`src/rtl/coord_dispatcher_if.sv`:
```
// Dispatcher-side bundle: frame control, shared engine dispatch/result bus
// and the pixel result stream. The dispatcher connects as master.
interface coord_dispatcher_if #(
    parameter int NUM_ENGINES = 8
);
    logic                   start;
    logic [31:0]            re_start;
    logic [31:0]            im_start;
    logic [31:0]            re_step;
    logic [31:0]            im_step;
    logic [NUM_ENGINES-1:0] available;
    logic [NUM_ENGINES-1:0] service_req;
    logic [26:0]            out_word;
    logic [2:0]             engine_addr;
    logic [82:0]            in_word;
    logic                   latch_en;
    logic [NUM_ENGINES-1:0] req_ack;
    logic                   pix_valid;
    logic [9:0]             pix_x;
    logic [8:0]             pix_y;
    logic [7:0]             pix_iter;
    logic                   pix_ready;
    logic                   busy;
    logic                   frame_done;

    modport master (
        input  start, re_start, im_start, re_step, im_step,
        input  available, service_req, out_word, pix_ready,
        output engine_addr, in_word, latch_en, req_ack,
        output pix_valid, pix_x, pix_y, pix_iter, busy, frame_done
    );

    modport slave (
        output start, re_start, im_start, re_step, im_step,
        output available, service_req, out_word, pix_ready,
        input  engine_addr, in_word, latch_en, req_ack,
        input  pix_valid, pix_x, pix_y, pix_iter, busy, frame_done
    );
endinterface

```
`src/rtl/coord_dispatcher.sv`:
```
// Frame-level master for the Mandelbrot engine array: scans the raster,
// dispatches pixels to idle engines and streams collected results out.
module coord_dispatcher #(
    parameter int NUM_ENGINES = 8,
    parameter int WIDTH       = 640,
    parameter int HEIGHT      = 480
) (
    input  logic               Engine_CLK,
    input  logic               eRST,
    coord_dispatcher_if.master bus
);
    typedef enum logic [2:0] {
        IDLE  = 3'd0,
        ARB   = 3'd1,
        DISP  = 3'd2,
        DWAIT = 3'd3,
        ACK   = 3'd4,
        RWAIT = 3'd5,
        PUSH  = 3'd6
    } state_t;

    localparam logic [9:0] X_LAST = 10'(WIDTH - 1);
    localparam logic [8:0] Y_LAST = 9'(HEIGHT - 1);

    // Returns {found, index} of the lowest set bit.
    function automatic logic [3:0] lowest_idx(input logic [NUM_ENGINES-1:0] v);
        logic [3:0] r;
        r = 4'd0;
        for (int i = NUM_ENGINES - 1; i >= 0; i--) begin
            if (v[i]) r = {1'b1, 3'(i)};
        end
        return r;
    endfunction

    function automatic logic [NUM_ENGINES-1:0] onehot(input logic [2:0] idx);
        logic [NUM_ENGINES-1:0] r;
        r = '0;
        for (int i = 0; i < NUM_ENGINES; i++) begin
            if (3'(i) == idx) r[i] = 1'b1;
        end
        return r;
    endfunction

    state_t                 state_q;
    logic [31:0]            re_start_q, re_step_q, im_step_q;
    logic [31:0]            cur_re_q, cur_im_q;
    logic [9:0]             x_q;
    logic [8:0]             y_q;
    logic                   scan_done_q;
    logic [3:0]             outstanding_q;
    logic [2:0]             sel_q;
    logic [2:0]             engine_addr_q;
    logic [82:0]            in_word_q;
    logic                   latch_en_q;
    logic [NUM_ENGINES-1:0] req_ack_q;
    logic                   pix_valid_q;
    logic [9:0]             pix_x_q;
    logic [8:0]             pix_y_q;
    logic [7:0]             pix_iter_q;
    logic                   busy_q;
    logic                   frame_done_q;

    logic [3:0] svc_pick_s;
    logic [3:0] avl_pick_s;

    assign svc_pick_s = lowest_idx(bus.service_req);
    assign avl_pick_s = lowest_idx(bus.available);

    // Dispatcher FSM; every output is a register updated on the transition into its state.
    always_ff @(posedge Engine_CLK) begin
        if (eRST) begin
            state_q       <= IDLE;
            re_start_q    <= 32'd0;
            re_step_q     <= 32'd0;
            im_step_q     <= 32'd0;
            cur_re_q      <= 32'd0;
            cur_im_q      <= 32'd0;
            x_q           <= 10'd0;
            y_q           <= 9'd0;
            scan_done_q   <= 1'b0;
            outstanding_q <= 4'd0;
            sel_q         <= 3'd0;
            engine_addr_q <= 3'd0;
            in_word_q     <= 83'd0;
            latch_en_q    <= 1'b0;
            req_ack_q     <= '0;
            pix_valid_q   <= 1'b0;
            pix_x_q       <= 10'd0;
            pix_y_q       <= 9'd0;
            pix_iter_q    <= 8'd0;
            busy_q        <= 1'b0;
            frame_done_q  <= 1'b0;
        end else begin
            frame_done_q <= 1'b0;
            case (state_q)
                IDLE: begin
                    if (bus.start) begin
                        re_start_q    <= bus.re_start;
                        re_step_q     <= bus.re_step;
                        im_step_q     <= bus.im_step;
                        cur_re_q      <= bus.re_start;
                        cur_im_q      <= bus.im_start;
                        x_q           <= 10'd0;
                        y_q           <= 9'd0;
                        scan_done_q   <= 1'b0;
                        outstanding_q <= 4'd0;
                        busy_q        <= 1'b1;
                        state_q       <= ARB;
                    end
                end
                ARB: begin
                    if (svc_pick_s[3]) begin
                        sel_q     <= svc_pick_s[2:0];
                        req_ack_q <= onehot(svc_pick_s[2:0]);
                        state_q   <= ACK;
                    end else if (!scan_done_q && avl_pick_s[3]) begin
                        sel_q         <= avl_pick_s[2:0];
                        engine_addr_q <= avl_pick_s[2:0];
                        in_word_q     <= {x_q, y_q, cur_re_q, cur_im_q};
                        latch_en_q    <= 1'b1;
                        state_q       <= DISP;
                    end else if (scan_done_q && (outstanding_q == 4'd0)) begin
                        frame_done_q <= 1'b1;
                        busy_q       <= 1'b0;
                        state_q      <= IDLE;
                    end
                end
                DISP: begin
                    latch_en_q    <= 1'b0;
                    outstanding_q <= outstanding_q + 4'd1;
                    if (x_q == X_LAST) begin
                        x_q      <= 10'd0;
                        cur_re_q <= re_start_q;
                        cur_im_q <= cur_im_q + im_step_q;
                        if (y_q == Y_LAST) begin
                            scan_done_q <= 1'b1;
                        end else begin
                            y_q <= y_q + 9'd1;
                        end
                    end else begin
                        x_q      <= x_q + 10'd1;
                        cur_re_q <= cur_re_q + re_step_q;
                    end
                    state_q <= DWAIT;
                end
                DWAIT: begin
                    // Hold off re-arbitration until the engine shows it has latched.
                    if (!bus.available[sel_q]) state_q <= ARB;
                end
                ACK: begin
                    req_ack_q  <= '0;
                    pix_x_q    <= bus.out_word[26:17];
                    pix_y_q    <= bus.out_word[16:8];
                    pix_iter_q <= bus.out_word[7:0];
                    state_q    <= RWAIT;
                end
                RWAIT: begin
                    if (!bus.service_req[sel_q]) begin
                        pix_valid_q <= 1'b1;
                        state_q     <= PUSH;
                    end
                end
                PUSH: begin
                    if (bus.pix_ready) begin
                        pix_valid_q   <= 1'b0;
                        outstanding_q <= outstanding_q - 4'd1;
                        state_q       <= ARB;
                    end
                end
                default: begin
                    state_q <= IDLE;
                end
            endcase
        end
    end

    assign bus.engine_addr = engine_addr_q;
    assign bus.in_word     = in_word_q;
    assign bus.latch_en    = latch_en_q;
    assign bus.req_ack     = req_ack_q;
    assign bus.pix_valid   = pix_valid_q;
    assign bus.pix_x       = pix_x_q;
    assign bus.pix_y       = pix_y_q;
    assign bus.pix_iter    = pix_iter_q;
    assign bus.busy        = busy_q;
    assign bus.frame_done  = frame_done_q;
endmodule

```
`src/flat_wrapper.sv`:
```
// flat-port wrapper written by rule: the top's interface ports become plain ports
module coord_dispatcher_flat 
#(
    parameter int NUM_ENGINES = 8,
    parameter int WIDTH       = 640,
    parameter int HEIGHT      = 480
)
  (Engine_CLK, eRST, bus_start, bus_re_start, bus_im_start, bus_re_step, bus_im_step, bus_available, bus_service_req, bus_out_word, bus_pix_ready, bus_engine_addr, bus_in_word, bus_latch_en, bus_req_ack, bus_pix_valid, bus_pix_x, bus_pix_y, bus_pix_iter, bus_busy, bus_frame_done);
  coord_dispatcher_if #(.NUM_ENGINES(NUM_ENGINES)) bus_i ();
  input  logic Engine_CLK;
  input  logic eRST;
  input wire logic [$bits(bus_i.start)-1:0] bus_start;
  input wire logic [$bits(bus_i.re_start)-1:0] bus_re_start;
  input wire logic [$bits(bus_i.im_start)-1:0] bus_im_start;
  input wire logic [$bits(bus_i.re_step)-1:0] bus_re_step;
  input wire logic [$bits(bus_i.im_step)-1:0] bus_im_step;
  input wire logic [$bits(bus_i.available)-1:0] bus_available;
  input wire logic [$bits(bus_i.service_req)-1:0] bus_service_req;
  input wire logic [$bits(bus_i.out_word)-1:0] bus_out_word;
  input wire logic [$bits(bus_i.pix_ready)-1:0] bus_pix_ready;
  output wire logic [$bits(bus_i.engine_addr)-1:0] bus_engine_addr;
  output wire logic [$bits(bus_i.in_word)-1:0] bus_in_word;
  output wire logic [$bits(bus_i.latch_en)-1:0] bus_latch_en;
  output wire logic [$bits(bus_i.req_ack)-1:0] bus_req_ack;
  output wire logic [$bits(bus_i.pix_valid)-1:0] bus_pix_valid;
  output wire logic [$bits(bus_i.pix_x)-1:0] bus_pix_x;
  output wire logic [$bits(bus_i.pix_y)-1:0] bus_pix_y;
  output wire logic [$bits(bus_i.pix_iter)-1:0] bus_pix_iter;
  output wire logic [$bits(bus_i.busy)-1:0] bus_busy;
  output wire logic [$bits(bus_i.frame_done)-1:0] bus_frame_done;
  assign bus_i.start = bus_start;
  assign bus_i.re_start = bus_re_start;
  assign bus_i.im_start = bus_im_start;
  assign bus_i.re_step = bus_re_step;
  assign bus_i.im_step = bus_im_step;
  assign bus_i.available = bus_available;
  assign bus_i.service_req = bus_service_req;
  assign bus_i.out_word = bus_out_word;
  assign bus_i.pix_ready = bus_pix_ready;
  assign bus_engine_addr = bus_i.engine_addr;
  assign bus_in_word = bus_i.in_word;
  assign bus_latch_en = bus_i.latch_en;
  assign bus_req_ack = bus_i.req_ack;
  assign bus_pix_valid = bus_i.pix_valid;
  assign bus_pix_x = bus_i.pix_x;
  assign bus_pix_y = bus_i.pix_y;
  assign bus_pix_iter = bus_i.pix_iter;
  assign bus_busy = bus_i.busy;
  assign bus_frame_done = bus_i.frame_done;
  coord_dispatcher #(.NUM_ENGINES(NUM_ENGINES), .WIDTH(WIDTH), .HEIGHT(HEIGHT)) u_core (.Engine_CLK(Engine_CLK), .eRST(eRST), .bus(bus_i));
endmodule
```
`config.mk`:
```
export PLATFORM = sky130hd
export DESIGN_NAME = coord_dispatcher_flat
export DESIGN_NICKNAME = d
export VERILOG_FILES = /design/src/rtl/coord_dispatcher_if.sv /design/src/rtl/coord_dispatcher.sv /design/src/flat_wrapper.sv
export SDC_FILE = /design/constraint.sdc
export NUM_CORES = 1
export LEC_CHECK = 0
export CORE_MARGIN = 5
export CORE_UTILIZATION = 54
export CTS_BUF_LIST = sky130_fd_sc_hd__clkbuf_4 sky130_fd_sc_hd__clkbuf_8
export DETAILED_ROUTE_END_ITERATION = 8
export PLACE_DENSITY = 0.89
export SLEW_MARGIN = 20
export SYNTH_ARGS = -nofsm -noshare
export SYNTH_HDL_FRONTEND = slang
export SYNTH_SLANG_ARGS = --single-unit
```
`constraint.sdc`:
```
create_clock -name Engine_CLK -period 3.9 [get_ports Engine_CLK]
set_clock_uncertainty 0.15 [all_clocks]
set_input_delay 0.78 -clock Engine_CLK [delete_from_list [all_inputs] [get_ports Engine_CLK]]
set_output_delay 0.78 -clock Engine_CLK [all_outputs]
set_load 0.02 [all_outputs]
```
* Yosys cells after proc, flatten, opt, wreduce, memory -nomap -nowiden
Index checks and enable logic that the tools add are counted.
** Storage, ports and cells
- Flip-flop bits (word level) :: 315
- Latch bits :: 0
- Bits in writable memories :: 0
- ROM bits :: 0
- Bits of input ports :: 175
- Output and inout port bits :: 125
- Memories :: 0
** Cells by class
- Add/sub/neg operators :: 6
- $mul :: 0
- Div/mod/pow operators :: 0
- Order comparisons :: 1
- Equality and inequality tests :: 28
- Shifts and indexed selects :: 0
- Multiplexer cells :: 72
- Bitwise gates (word level) :: 2
- Reduce and logical (&&, ||, !) cells :: 27
** Operator list (number)
- $mux 32 :: 4
- $pmux 32 s2 :: 2
- $mux 4 :: 18
- $add 32x32->32 :: 2
- $mux 3 :: 9
- $mux 9 :: 3
- $mux 1 :: 22
- $pmux 3 s7 :: 1
- $mux 10 :: 2
- $pmux 10 s2 :: 1
- $pmux 9 s2 :: 1
- $pmux 8 s2 :: 1
- $reduce_and 3->1 :: 5
- $ne 2x2->1 const B :: 7
- $eq 3x3->1 const A :: 4
- $pmux 4 s3 :: 1
- $reduce_bool 2->1 :: 6
- $add 10x1->10 const B :: 1
- $eq 10x10->1 const B :: 1
- $ne 2x1->1 const B :: 5
- $reduce_and 5->1 :: 2
- $add 9x1->9 const B :: 1
- $eq 3x3->1 const B :: 3
- $eq 9x9->1 const B :: 1
- 20 further kinds :: 33

* Depth between registers and ports, before layout
Gate-level depths: netlist (run 1).
- Depth after elaboration :: 12
- Gate-level depth with buffers :: 12

* Least setup slack after synthesis (run 1)
OpenSTA, ideal clock, no wires.
- Path kind :: reg2reg
- Start :: register u_core.cur_im_q[0]
- End :: register u_core.cur_im_q[18]
- Setup time :: 0.091 ns
- Data arrival time :: 2.615 ns
- Data required time :: 3.659 ns
- Setup slack :: 1.044 ns
- Cell stages (with the launch flop) :: 12
- Buffers on the path :: 0
- Period minus slack after synthesis :: 2.856 ns
- Cells stage by stage :: dfxtp_1 > ha_1 > fa_1 > a21o_1 > a21o_1 > a21oi_1 > o31a_1 > o21ai_1 > o41ai_1 > xnor2_1 > nand2_1 > a311oi_1
** On the way
- Word-level cells in the longest chain between the ends :: 3
** RTL lines
- start, declared :: line coord_dispatcher.sv:46 : logic [31:0] cur_re_q, cur_im_q;
- start signal, assigned :: line coord_dispatcher.sv:102 : cur_im_q <= bus.im_start;
- start signal, assigned :: line coord_dispatcher.sv:134 : cur_im_q <= cur_im_q + im_step_q;
- $add 32x32->32 :: line coord_dispatcher.sv:134
- $mux 32 :: line coord_dispatcher.sv:131 : if (x_q == X_LAST) begin
- $pmux 32 s2 :: line coord_dispatcher.sv:95 : case (state_q)
Every way passes these cells. The select of a mux whose other input is x is not followed.
A chain may end at the register's enable or synchronous reset.

* Final worst setup path (run 1)
Same ends and word-level chain as after synthesis.

==> impl_metrics.tcl, run 1 <==
set metrics [dict create \
    syn_area_um2 15400 \
    synth_top_cell_area_share 0.411 \
    p_leak_nw 7.54 \
    yosysTopAreaCell "dfxtp_1" \
    synth_mux_area_frac 0.0164 \
    drtIter0Drc 1216 \
    ctsHoldBuffers 0 \
    drc 0 \
    peakVddDrop_mv 0.398 \
    htree_levels 2 \
    max_freq_mhz 301 \
    cts_tree "yes" \
    synth-simple-area-share 0.219 \
    synth.ff_latch_count 315 \
    synth.net_count 2239 \
    start_util 0.550 \
    synthTopCellsByCount "nand2_1 (518), a21oi_1 (316), dfxtp_1 (315), nor2_1 (154), clkbuf_1 (105)" \
    path_cells "ha_1 > fa_1 > a21o_1 > a21o_1 > a21oi_1 > o31a_1 > o21ai_1 > o41ai_1 > xnor2_1 > nand2_1 > a311oi_1" \
    synth_top_family_by_area "compound AO/OA/AOI/OAI gates" \
    fp.dieW_um 179 \
    critPathCaptureType "register" \
    avgRoutedWirePerCell_um 17.9 \
    synthTopCellsByArea "dfxtp_1 (41%), nand2_1 (13%), a21oi_1 (10%)" \
    required_ns 4.22 \
    p_per_area_nw_per_um2 557 \
    tns_ns 0 \
    timing.rr.start "u_core.cur_im_q[0]$_SDFFE_PP0P_" \
    met1_usage 0.358 \
    cp.arrival_ns 3.64 \
    r2r_cells 11 \
    whs_path_depth 2 \
    crit_top_cell "a21o_1" \
    drt-pass1-iter-count 5 \
    multi_input_area_um2 8550 \
    tightest_slew_ns 0.977 \
    cts_resized 0 \
    port_buffers 299 \
    synth_xor_area_frac 0.0314 \
    overflow 0 \
    crit_family "compound AO/OA/AOI/OAI gates" \
    p_total_w 0.0110 \
    clk_pin_slew_ns 0.06 \
    path_buf_inv 0 \
    path_class "reg -> reg" \
    ys.warnings.count 0 \
    ys_async_sr_fraction 0 \
    placeableCoreArea_um2 27900 \
    antenna_found_initial 2 \
    finalHoldViolCount 0 \
    outcome "finished clean" \
    synth_edf_count 0 \
    syn-mean-instance-area_um2 7.70 \
    yosysSeqAreaShare 0.411 \
    period_minus_slack_ns 3.32 \
    seq_area_um2 6310 \
    min_to "u_core.re_start_q[29]$_SDFFE_PP0P_" \
    groute.usage.overall 0.288 \
    vias 15500 \
    hold_class "reg -> reg" \
    grt_pass1_vias 15100 \
    cts-buffers-inserted 51 \
    num_rows 61 \
    cpPeakStageDelay_ns 0.46 \
    slew_headroom 0.349 \
    grt_max_degree 154 \
    num_io_pins 300 \
    wl_um 47700 \
    maxSlewViolCount 0 \
    postCtsSetupBuffers 0 \
    grt.busiest_layer "met2" \
    cts_root_buf "clkbuf_8" \
    die_area_um2 31900 \
    critical-path-slowest-cell "fa_1" \
    dp_hpwl_um 33600 \
    path_max_fanout 4 \
    dieHeight_um 179 \
    timing.final.crit_share 0.852 \
    fill_cells 2160 \
    viasPerCell 5.83 \
    crit_path_start_kind "register" \
    clockBufferDepth 3 \
    rr_endpoint "u_core.cur_im_q[18]$_SDFFE_PP0P_" \
    synth.most_common_cell "nand2_1" \
    antenna_left 0 \
    r2r_slack_ns 0.58 \
    grt_pass1_wl_um 75500 \
    layout.nets 2492 \
    ys_types 74 \
    drive_gt1_frac 0.0669 \
    area_growth_syn_to_layout_pct 28.6 \
    worstSkewPairLatency_ns 0.58 \
    grt_use_met2 0.486 \
    synth_cells 1995 \
    synth_ff_type "dfxtp_1" \
    cap_viol_max_count 0 \
    synth_fa_ha_area_frac 0.0577 \
    grt_setup_unrepaired "false" \
    cts_sinks 315 \
    globalplace.congestion 0.930 \
    hp-start "u_core.re_start_q[29]$_SDFFE_PP0P_" \
    setup_viol 0 \
    use_met3 0.0617 \
    synth-compound-area-share 0.229 \
]
==> layer usage <==
layer | part of all wire | wire length [um]
met5 | 0 | 0
met2 | 0.47 | 22600
met3 | 0.078 | 3720
met4 | 0.039 | 1840
met1 | 0.41 | 19600
==> cells in the final DEF (no fill, tap or decap), types with 6 or more instances in the layout <==
master / instances
a311oi_1: 15
o31ai_1: 9
clkbuf_4: 13
xnor2_1: 31
clkbuf_8: 66
clkdlybuf4s50_1: 298
dfxtp_1: 315
o21ai_0: 31
and3_1: 14
nand3_1: 21
o21a_1: 14
o21ai_1: 28
buf_4: 17
nor2_1: 152
a211oi_1: 39
a21oi_1: 316
mux2i_1: 15
xor2_1: 24
o22ai_1: 31
a31oi_1: 8
clkinv_2: 9
nor3_1: 32
or3_1: 8
nand4_1: 11
nor4_1: 6
ha_1: 66
a21o_1: 36
a22oi_1: 6
o21bai_1: 11
nand2_1: 517
nand2b_1: 10
inv_1: 19
==> how the worst max path moves through the flow <==
stage,start,endpoint,slack [ns],cells past startpoint
after detailed placement,bus_service_req[4],u_core.bus.engine_addr[2]$_SDFFE_PP0P_,0.34,7
after floorplan,u_core.cur_im_q[0]$_SDFFE_PP0P_,u_core.cur_im_q[18]$_SDFFE_PP0P_,1.04,11
after global placement,bus_service_req[4],u_core.bus.engine_addr[2]$_SDFFE_PP0P_,0.43,7
after CTS,u_core.cur_im_q[0]$_SDFFE_PP0P_,u_core.cur_im_q[18]$_SDFFE_PP0P_,0.63,11
after global routing,u_core.cur_im_q[0]$_SDFFE_PP0P_,u_core.cur_im_q[18]$_SDFFE_PP0P_,0.31,11
final,u_core.cur_im_q[0]$_SDFFE_PP0P_,u_core.cur_im_q[18]$_SDFFE_PP0P_,0.58,11
==> cells by family after synthesis <==
kind of cell / count (synthesis)
DFF: 315
and+or+nand+nor: 808
AOI/OAI and AO/OA: 585
adders and majority gates: 69
xor gates and xnor gates: 55
muxes: 20
buffers and inverters: 143
==> state kept, by name, indices dropped and copies added (netlist names), 3 cells and up <==
| register | cells |
|---|---|
| u_core.bus.pix_iter | 8 |
| u_core.bus.in_word | 83 |
| u_core.bus.pix_y | 9 |
| u_core.y_q | 9 |
| u_core.x_q | 10 |
| u_core.im_step_q | 32 |
| u_core.bus.engine_addr | 3 |
| u_core.sel_q | 3 |
| u_core.cur_im_q | 32 |
| u_core.state_q | 3 |
| u_core.bus.req_ack | 8 |
| u_core.re_step_q | 32 |
| u_core.cur_re_q | 32 |
| u_core.bus.pix_x | 10 |
| u_core.outstanding_q | 4 |
| u_core.re_start_q | 32 |
==> report_power, final <==
group          leakage, nW  total [W]  internal, W  switching, W
Sequential            2.56    0.00415      0.00371      0.000443
Combinational         4.38    0.00380      0.00149       0.00231
Clock                0.592    0.00305      0.00171       0.00134
==> tightest hold or removal path, delay by kind of cell (launching register included) <==
family	cells	cell delay, ns
AND/OR/NAND/NOR	1	0.05
AO/OA/AOI/OAI	1	0.05
flip-flops	1	0.30
==> metrics by stage <==
stage | instances | hold WS, ns | setup slack (ns) | utilization | instance area, um^2
final | 2667 | 0.302 | 0.578 | 0.707 | 19700
after detailed placement | 2573 | 0.293 | 0.342 | 0.667 | 18600
after CTS | 2665 | 0.302 | 0.634 | 0.707 | 19700
after global routing | 2667 | 0.321 | 0.308 | 0.707 | 19700
after global placement | 2573 | 0.289 | 0.431 | 0.667 | 18600
after floorplan | 1995 | 0.283 | 1.04 | - | 15400
==> cell type report <==
cell class              count  share of cell area
multi-input cells        1537               0.433
inverters                  22             0.00418
flip-flops and latches    315               0.319
clock buffers              79              0.0509
diodes                      2            0.000253
well taps                 378              0.0240
repair buffers            321               0.163
clock inverters            13             0.00507
Power figures use the tool's default switching activity.
==> run 2: changes to the inputs <==
--- a/config.mk
+++ b/config.mk
@@ -6,10 +6,10 @@
 export NUM_CORES = 1
 export LEC_CHECK = 0
 export CORE_MARGIN = 5
-export CORE_UTILIZATION = 54
+export CORE_UTILIZATION = 35
 export CTS_BUF_LIST = sky130_fd_sc_hd__clkbuf_4 sky130_fd_sc_hd__clkbuf_8
 export DETAILED_ROUTE_END_ITERATION = 8
-export PLACE_DENSITY = 0.89
+export PLACE_DENSITY = 0.64
 export SLEW_MARGIN = 20
 export SYNTH_ARGS = -nofsm -noshare
 export SYNTH_HDL_FRONTEND = slang
==> impl_metrics.tcl, run 2 (synthesis results as in run 1) <==
set metrics [dict create \
    timing.final.crit_share 0.841 \
    required_ns 4.27 \
    hold_class "reg -> reg" \
    cp.arrival_ns 3.65 \
    fp.dieW_um 219 \
    combPwrFrac 0.342 \
    r2r_cells 11 \
    port_buffers 299 \
    mostFrequentLayoutCells "nand2_1 (517), a21oi_1 (316), dfxtp_1 (315), clkdlybuf4s50_1 (298), nor2_1 (152)" \
    globalplace.congestion 0.890 \
    overflow 0 \
    wl_um 50100 \
    cts_resized 0 \
    dp_hpwl_um 34800 \
    setup_ws_ns 0.621 \
    switching_share 0.371 \
    die_area_um2 48200 \
    drc 0 \
    cts_tree "yes" \
    clockBufferDepth 3 \
    largest_reg_flops 83 \
    antenna_found_initial 1 \
    multi_input_area_um2 8550 \
    critical-path-slowest-cell "fa_1" \
    crit_path_start_kind "register" \
    worstSkewPairLatency_ns 0.62 \
    drive_gt1_frac 0.0697 \
    drt-pass1-iter-count 5 \
    grt_pass1_vias 14700 \
    fill_cells 4271 \
    path_cells "ha_1 > fa_1 > a21o_1 > a21o_1 > a21oi_1 > o31a_1 > o21ai_1 > o31ai_1 > a21boi_1 > o21a_1 > o32ai_1" \
    area_growth_syn_to_layout_pct 30.9 \
    crit_top_cell "a21o_1" \
    postCtsSetupBuffers 0 \
    rr_endpoint "u_core.cur_im_q[28]$_SDFFE_PP0P_" \
    grt_setup_unrepaired "false" \
    seq_area_um2 6310 \
    critPathCaptureType "register" \
    grt_max_degree 141 \
    final_common_cell "nand2_1" \
    cp-endpoint "u_core.cur_im_q[28]$_SDFFE_PP0P_" \
    groute.usage.overall 0.201 \
    p_sw_w 0.00412 \
    grt_pass1_wl_um 78800 \
    max_freq_mhz 305 \
    r2r_slack_ns 0.62 \
    post-route-util 0.464 \
    num_rows 76 \
    p_int_w 0.00698 \
    tns_ns 0 \
    htree_levels 2 \
    path_max_fanout 4 \
    p_clk_frac 0.284 \
    avgRoutedWirePerCell_um 17.4 \
    cpPeakStageDelay_ns 0.47 \
    dieHeight_um 219 \
    place_ws_ns 0.561 \
    cap_viol_max_count 0 \
    period_minus_slack_ns 3.28 \
    p_per_area_nw_per_um2 553 \
    outcome "finished clean" \
    layout.nets 2498 \
    critPathLaunch "u_core.cur_im_q[0]$_SDFFE_PP0P_" \
    cts_sinks 315 \
    start_util 0.355 \
    maxSlewViolCount 0 \
    tightest_slew_ns 0.927 \
    vias 14900 \
    ctsHoldBuffers 0 \
    drtIter0Drc 865 \
    viasPerCell 5.17 \
    timing.rr.start "u_core.cur_im_q[0]$_SDFFE_PP0P_" \
    placeableCoreArea_um2 43300 \
    clk_pin_slew_ns 0.07 \
    p_leak_nw 7.60 \
    peakVddDrop_mv 0.342 \
    cts-buffers-inserted 55 \
    cts_root_buf "clkbuf_8" \
    antenna_left 0 \
    slew_headroom 0.382 \
    finalHoldViolCount 0 \
    seqPwrFrac 0.373 \
    path_class "reg -> reg" \
    num_io_pins 300 \
    setup_viol 0 \
]
## run 2: changes by cell type in the layout (fill, tap and decap cells not counted), sizes merged
cell,change
clkbuf,+5
clkinv,+4
buf,+2
bufinv,-1
clkinvlp,-1
diode,-1
inv,-1
## run 2: routing by layer
layer,part of all wire,wire length [um],up-vias,GRT usage
li1,-,-,7461,-
met4,0.022,1110,0,0.0534
met1,0.44,22200,6970,0.262
met2,0.47,23600,405,0.338
met3,0.064,3210,73,0.0466
met5,0,0,-,0
## run 2: critical path: cells and delay by family (launching register included)
kind	cells	cell delay, ns
AOI/OAI and AO/OA	9	1.97
adders and majority gates	2	0.72
DFF	1	0.32
## run 2: power by group through the flow
stage	clock (W)	combinational, W	sequential (W)
finish	0.00316	0.00380	0.00415
global route	0.00340	0.00424	0.00421
global placement	0	0.00373	0.00419
floorplan	0	0.00265	0.00410
detailed placement	0	0.00379	0.00420
CTS	0.00326	0.00382	0.00414
## run 2: worst min-delay path by stage
stage | cells past startpoint | slack, ns | startpoint | end
floorplan | 2 | 0.28 | u_core.re_start_q[12]$_SDFFE_PP0P_ | u_core.re_start_q[12]$_SDFFE_PP0P_
global placement | 2 | 0.29 | u_core.bus.pix_x[9]$_SDFFE_PP0P_ | u_core.bus.pix_x[9]$_SDFFE_PP0P_
detailed placement | 2 | 0.30 | u_core.re_start_q[29]$_SDFFE_PP0P_ | u_core.re_start_q[29]$_SDFFE_PP0P_
CTS | 2 | 0.30 | u_core.re_start_q[29]$_SDFFE_PP0P_ | u_core.re_start_q[29]$_SDFFE_PP0P_
global route | 2 | 0.32 | u_core.bus.pix_x[4]$_SDFFE_PP0P_ | u_core.bus.pix_x[4]$_SDFFE_PP0P_
finish | 2 | 0.30 | u_core.bus.pix_x[4]$_SDFFE_PP0P_ | u_core.bus.pix_x[4]$_SDFFE_PP0P_
## run 2: stage by stage
step / power (W) / cells / cell area, um^2 / hold slack, ns
floorplan: 0.00675 / 1995 / 15400 / 0.283
global placement: 0.00792 / 2782 / 18900 / 0.291
detailed placement: 0.00799 / 2782 / 18900 / 0.296
CTS: 0.0112 / 2880 / 20100 / 0.304
global route: 0.0119 / 2881 / 20100 / 0.319
finish: 0.0111 / 2881 / 20100 / 0.301
## run 2: cell type report
class / instances / share of cell area
Antenna cell: 1 / 0.000125
Clock buffer: 84 / 0.0541
Multi-Input combinational cell: 1537 / 0.425
Timing Repair Buffer: 323 / 0.162
Sequential cell: 315 / 0.314
Clock inverter: 14 / 0.00349
Tap cell: 585 / 0.0364
Inverter: 22 / 0.00411
